--- src/rtl/simon_sequence_gen.sv ---
// Simon colour sequence generator: von Neumann debiased TRNG bits pair into 2-bit colours,
// appended to an on-chip store on request, with an LFSR fallback for a stuck source.
module simon_sequence_gen #(
  parameter int unsigned MAX_LEN     = 32,
  parameter int unsigned SAMPLE_DIV  = 16,
  parameter int unsigned STUCK_LIMIT = 64
) (
  input  logic                       clk,
  input  logic                       reset,
  input  logic                       random_in_i,
  output logic                       osc_en_o,
  input  logic                       new_game_i,
  input  logic                       extend_i,
  input  logic [$clog2(MAX_LEN)-1:0] rd_idx_i,
  output logic [1:0]                 rd_color_o,
  output logic [$clog2(MAX_LEN):0]   seq_len_o,
  output logic                       busy_o,
  output logic                       done_o,
  output logic                       full_o,
  output logic                       stuck_o
);

  localparam int unsigned IdxW  = $clog2(MAX_LEN);
  localparam int unsigned CntW  = (SAMPLE_DIV > 1) ? $clog2(SAMPLE_DIV) : 1;
  localparam int unsigned DiscW = $clog2(STUCK_LIMIT + 1);

  localparam logic [CntW-1:0]  SampleLast = CntW'(SAMPLE_DIV - 1);
  localparam logic [DiscW-1:0] DiscLimit  = DiscW'(STUCK_LIMIT);
  localparam logic [IdxW:0]    LenMax     = (IdxW + 1)'(MAX_LEN);

  typedef enum logic [1:0] {StIdle, StHarvest, StStore} state_e;

  state_e           state_q, state_d;
  logic [CntW-1:0]  samp_cnt_q, samp_cnt_d;
  logic             have_a_q, have_a_d;
  logic             a_q, a_d;
  logic             got_first_q, got_first_d;
  logic [1:0]       color_q, color_d;
  logic [DiscW-1:0] disc_q, disc_d;
  logic [IdxW:0]    seq_len_q, seq_len_d;
  logic             stuck_q, stuck_d;
  logic             done_q, done_d;
  logic [1:0]       rd_color_q, rd_color_d;
  logic [7:0]       lfsr_q, lfsr_d;
  logic [1:0]       mem_q [MAX_LEN];
  logic             mem_we;
  logic             take_bit;
  logic             bit_val;

  // Fibonacci x^8+x^6+x^5+x^4+1; free-running so the fallback bits keep changing.
  assign lfsr_d = {lfsr_q[6:0], lfsr_q[7] ^ lfsr_q[5] ^ lfsr_q[4] ^ lfsr_q[3]};

  assign rd_color_d = ({1'b0, rd_idx_i} < seq_len_q) ? mem_q[rd_idx_i] : 2'b00;

  always_ff @(posedge clk or negedge reset) begin
    if (!reset) begin
      state_q     <= StIdle;
      samp_cnt_q  <= '0;
      have_a_q    <= 1'b0;
      a_q         <= 1'b0;
      got_first_q <= 1'b0;
      color_q     <= 2'b00;
      disc_q      <= '0;
      seq_len_q   <= '0;
      stuck_q     <= 1'b0;
      done_q      <= 1'b0;
      rd_color_q  <= 2'b00;
      lfsr_q      <= 8'hA5;
    end else begin
      state_q     <= state_d;
      samp_cnt_q  <= samp_cnt_d;
      have_a_q    <= have_a_d;
      a_q         <= a_d;
      got_first_q <= got_first_d;
      color_q     <= color_d;
      disc_q      <= disc_d;
      seq_len_q   <= seq_len_d;
      stuck_q     <= stuck_d;
      done_q      <= done_d;
      rd_color_q  <= rd_color_d;
      lfsr_q      <= lfsr_d;
    end
  end

  // Storage array is deliberately not reset; seq_len gates every read.
  always_ff @(posedge clk) begin
    if (mem_we) begin
      mem_q[seq_len_q[IdxW-1:0]] <= color_q;
    end
  end

  always_comb begin
    state_d     = state_q;
    samp_cnt_d  = samp_cnt_q;
    have_a_d    = have_a_q;
    a_d         = a_q;
    got_first_d = got_first_q;
    color_d     = color_q;
    disc_d      = disc_q;
    seq_len_d   = seq_len_q;
    stuck_d     = stuck_q;
    done_d      = 1'b0;
    mem_we      = 1'b0;
    take_bit    = 1'b0;
    bit_val     = 1'b0;

    if (new_game_i) begin
      state_d     = StIdle;
      seq_len_d   = '0;
      stuck_d     = 1'b0;
      samp_cnt_d  = '0;
      have_a_d    = 1'b0;
      got_first_d = 1'b0;
      disc_d      = '0;
    end else begin
      unique case (state_q)
        StIdle: begin
          if (extend_i && !full_o && !busy_o) begin
            state_d     = StHarvest;
            samp_cnt_d  = '0;
            have_a_d    = 1'b0;
            got_first_d = 1'b0;
            disc_d      = '0;
            color_d     = 2'b00;
          end
        end
        StHarvest: begin
          if (disc_q == DiscLimit) begin
            take_bit = 1'b1;
            bit_val  = lfsr_q[0];
          end else begin
            samp_cnt_d = (samp_cnt_q == SampleLast) ? '0 : samp_cnt_q + CntW'(1);
            if (samp_cnt_q == SampleLast) begin
              if (!have_a_q) begin
                have_a_d = 1'b1;
                a_d      = random_in_i;
              end else begin
                have_a_d = 1'b0;
                if (a_q != random_in_i) begin
                  take_bit = 1'b1;
                  bit_val  = a_q;
                end else begin
                  disc_d = disc_q + DiscW'(1);
                  if (disc_d == DiscLimit) begin
                    stuck_d = 1'b1;
                  end
                end
              end
            end
          end
          if (take_bit) begin
            color_d     = {color_q[0], bit_val};
            got_first_d = 1'b1;
            if (got_first_q) begin
              state_d = StStore;
            end
          end
        end
        StStore: begin
          mem_we    = 1'b1;
          seq_len_d = seq_len_q + (IdxW + 1)'(1);
          done_d    = 1'b1;
          state_d   = StIdle;
        end
        default: state_d = StIdle;
      endcase
    end
  end

  // busy covers the done cycle so a request coinciding with done is dropped.
  always_comb begin
    osc_en_o   = (state_q == StHarvest);
    busy_o     = (state_q != StIdle) || done_q;
    done_o     = done_q;
    full_o     = (seq_len_q == LenMax);
    stuck_o    = stuck_q;
    seq_len_o  = seq_len_q;
    rd_color_o = rd_color_q;
  end

endmodule

--- config.mk ---
export PLATFORM = sky130hd
export DESIGN_NAME = simon_sequence_gen
export DESIGN_NICKNAME = d
export VERILOG_FILES = /design/src/rtl/simon_sequence_gen.sv
export SDC_FILE = /design/constraint.sdc
export NUM_CORES = 1
export LEC_CHECK = 0
export BUFFER_PORTS_ARGS = -buffer_cell sky130_fd_sc_hd__buf_2
export CORE_MARGIN = 1.5
export CORE_UTILIZATION = 62
export CTS_CLUSTER_SIZE = 28
export DETAILED_ROUTE_END_ITERATION = 8
export PLACE_DENSITY = 0.83
export SLEW_MARGIN = 20
export SYNTH_ARGS = -nofsm -noshare
export SYNTH_HDL_FRONTEND = slang
export SYNTH_SLANG_ARGS = --single-unit
--- constraint.sdc ---
create_clock -name clk -period 3.7 [get_ports clk]
set_input_delay 0.74 -clock clk [delete_from_list [all_inputs] [get_ports clk]]
set_output_delay 0.74 -clock clk [all_outputs]
set_load 0.01 [all_outputs]
==> metrics <==
Avg Inst Size Synth=approximately 14 µm²; GRT Util Overall=between 20% and 30%; Critical Path Fanout Max=8; Tmin final=2.41 ns; CP required=2.96 ns; LEAKAGE=~1.8 nW; Area after DPL=around 4700 µm²; Power Density=398 nW/µm²; startpoint types=register; hold_ws=0.366 ns; DIE HEIGHT=just under 90 µm; CP Class=register to output port; post-CTS repair timing setup buffer count=0; Setup crit end kind=output port; Clk Latency, worst-skew pair=0.36 ns; Mapped Nets=359; clock sink total=100; Hold Fails Final Rpt=0; I/O pin count=23; maximum buffer depth of the clock tree=2; FMAX=0.415 GHz; Setup Skew=about 0.01 ns; die width=slightly below 90 µm; Final Util=between 60% and 70%; vias per inst=between 6 and 7; core region area=approximately 7200 µm²; area of the multi-input gates=1600 µm²; worst vdd ir=0.189 mV; class of the worst hold path=register to register; Via Count=roughly 2900; final instance area=between 4000 and 5000 µm²; drt total wl=between 9 and 10 mm; vias in the first global route=around 2700; Slew headroom=roughly 33%; Async SR Flop Fraction=about 36%; Inserted Diodes=0; total iterations of the first detailed-routing run=5; root buffer cell=clkbuf_8; WL/cell=~20 µm; EDFF count, synth=between 60 and 70; Reg clk slew, reported paths=0.10 ns; TritonCTS clock tree=built; post-route clock period utilization=approximately two thirds; initial DRC count=roughly 280; Initial Util=between 60% and 70%; status=finished, final reports clean; worst hold path startpoint=lfsr_q[6]; layout cells sized above 1=20.3%; post_cts resized=0; FILL cells=about 490; CTS H-tree depth=3; critical path, cell by cell=or3_1 > nor2_1 > buf_2; nets@finish=376; first-pass GRT wire length=around 15 mm; antenna-violating nets left=0; sequential cell area=approximately 2800 µm²; sequential-to-total area share from yosys stat=approximately three fifths; synth-to-layout area growth=7.34%; Port Buffers=22; Yosys cell types=52; synthesis-stage register bit count=100; RSZ-0062 raised after global routing=no; die footprint=about 8000 µm²; Ys Warns=0; CP arrival=between 1.5 and 2 ns; CP max stage cell=or3_1; cts hold-fix bufs=0; routability congestion estimate=0.871; Crit path largest cell delay=between 0.5 and 0.6 ns; post-DP HPWL=between 6 and 7 mm; initial antenna violation count=0; largest net degree at the start of global routing=37; pins over their slew limit=0; Critical path origin=seq_len_o[3]; Rows=31; Mapped Cells=roughly 340; final setup TNS=0 ns; DRC=0; Synth Flop Type=edfxtp_1; total gr overflow=0; worst slew pin tran=between 1 and 1.5 ns; max-cap violation count=0; Worst R2R Start=state_q[1]; Setup Viol. Count Final=0; Synth Cell Area=approximately 4600 µm²; TritonCTS buffer count=9
## cell usage after synthesis (7+ instances only)
cell type / count / area share, %
nor2_1: 53 / 4.4
mux4_2: 20 / 9.9
a21oi_1: 7 / 0.77
ha_1: 12 / 3.3
clkbuf_1: 8 / 0.66
o21ai_0: 10 / 1.1
inv_1: 13 / 1.1
xnor2_1: 7 / 1.3
nand2_1: 23 / 1.9
edfxtp_1: 64 / 42
dfrtp_1: 32 / 18
nand3_1: 14 / 1.5
## worst paths after layout
| path | to | slack [ns] | cells past startpoint |
|---|---|---|---|
| min in group asynchronous | disc_q[3] | 0.46 | 1 |
| max in group asynchronous | stuck_o | 2.70 | 1 |
| hold / removal | lfsr_q[7] | 0.37 | 0 |
| hold reg to reg | lfsr_q[7] | 0.37 | 0 |
| setup / recovery | full_o | 1.29 | 3 |
| setup reg to reg | mem_q[26][1] | 1.32 | 4 |
## flip-flops by register name, summed over array words and instances, names as in the netlist
| signal | count |
|---|---|
| have_a_q | 1 |
| got_first_q | 1 |
| a_q | 1 |
| samp_cnt_q | 4 |
| state_q | 2 |
| stuck_o | 1 |
| rd_color_o | 2 |
| lfsr_q | 8 |
| done_o | 1 |
| color_q | 2 |
| seq_len_o | 6 |
| mem_q | 64 |
| disc_q | 7 |
## per-stage QoR
stage / setup slack, ns / cells / power [mW]
2_1_floorplan: 1.45 / 337 / 1.28
3_3_place_gp: 1.21 / 442 / 1.30
3_5_place_dp: 1.13 / 442 / 1.31
4_1_cts: 1.28 / 458 / 1.95
5_1_grt: 1.15 / 458 / 2.01
6_report: 1.29 / 458 / 1.95
## cells in the final DEF (no fill, tap or decap), types with 3 or more instances in the layout
| cell | instances |
|---|---|
| nor3_1 | 5 |
| a21oi_1 | 7 |
| dfstp_2 | 4 |
| a31oi_1 | 3 |
| xnor2_1 | 7 |
| mux2_4 | 3 |
| buf_2 | 22 |
| edfxtp_1 | 64 |
| or3_1 | 4 |
| inv_6 | 3 |
| mux2i_1 | 3 |
| nand3_1 | 14 |
| inv_1 | 13 |
| nand2_1 | 23 |
| o22ai_1 | 3 |
| mux4_2 | 20 |
| clkbuf_8 | 10 |
| ha_1 | 12 |
| nand4_1 | 5 |
| dfrtp_1 | 32 |
| nor2_1 | 53 |
| nor2b_1 | 3 |
| o21ai_0 | 10 |
## report_power, final
| part | switching (mW) | internal [mW] |
|---|---|---|
| Sequential | 0.00588 | 1.18 |
| Combinational | 0.0525 | 0.0424 |
| Clock | 0.392 | 0.277 |
## layout make-up
type | instances | area share [%]
Inverter | 13 | 0.995
Timing Repair Buffer | 22 | 2.24
Clock buffer | 10 | 2.81
Clock inverter | 6 | 1.07
Multi-Input combinational cell | 208 | 32.7
Tap cell | 99 | 2.53
Sequential cell | 100 | 57.7
## layer usage
metal | routed length, µm | up-vias | track usage (%)
met5 | 0 | - | 0
met4 | 167 | 0 | 8.66
met3 | 594 | 21 | 4.76
met2 | 4510 | 136 | 39.4
met1 | 3900 | 1448 | 37.8
li1 | - | 1279 | -
## critical path: cells and delay by family, from the launching register on
family        cells  cell delay, ns
buf+inv           1            0.15
simple gates      2            0.68
flops             1            0.48
## cell families (layout without fill, tap and decap cells)
| family | count (synthesis) | in the layout | synth area share [%] |
|---|---|---|---|
| muxes | 26 | 26 | 11.5 |
| adders and majority gates | 12 | 12 | 3.29 |
| xor gates and xnor gates | 9 | 9 | 1.73 |
| buffers and inverters | 29 | 51 | 3.01 |
| and+or+nand+nor | 119 | 119 | 11.9 |
| DFF | 100 | 100 | 61.9 |
| AOI/OAI and AO/OA | 42 | 42 | 6.68 |
Note: power is estimated with default switching activity, not from simulation.
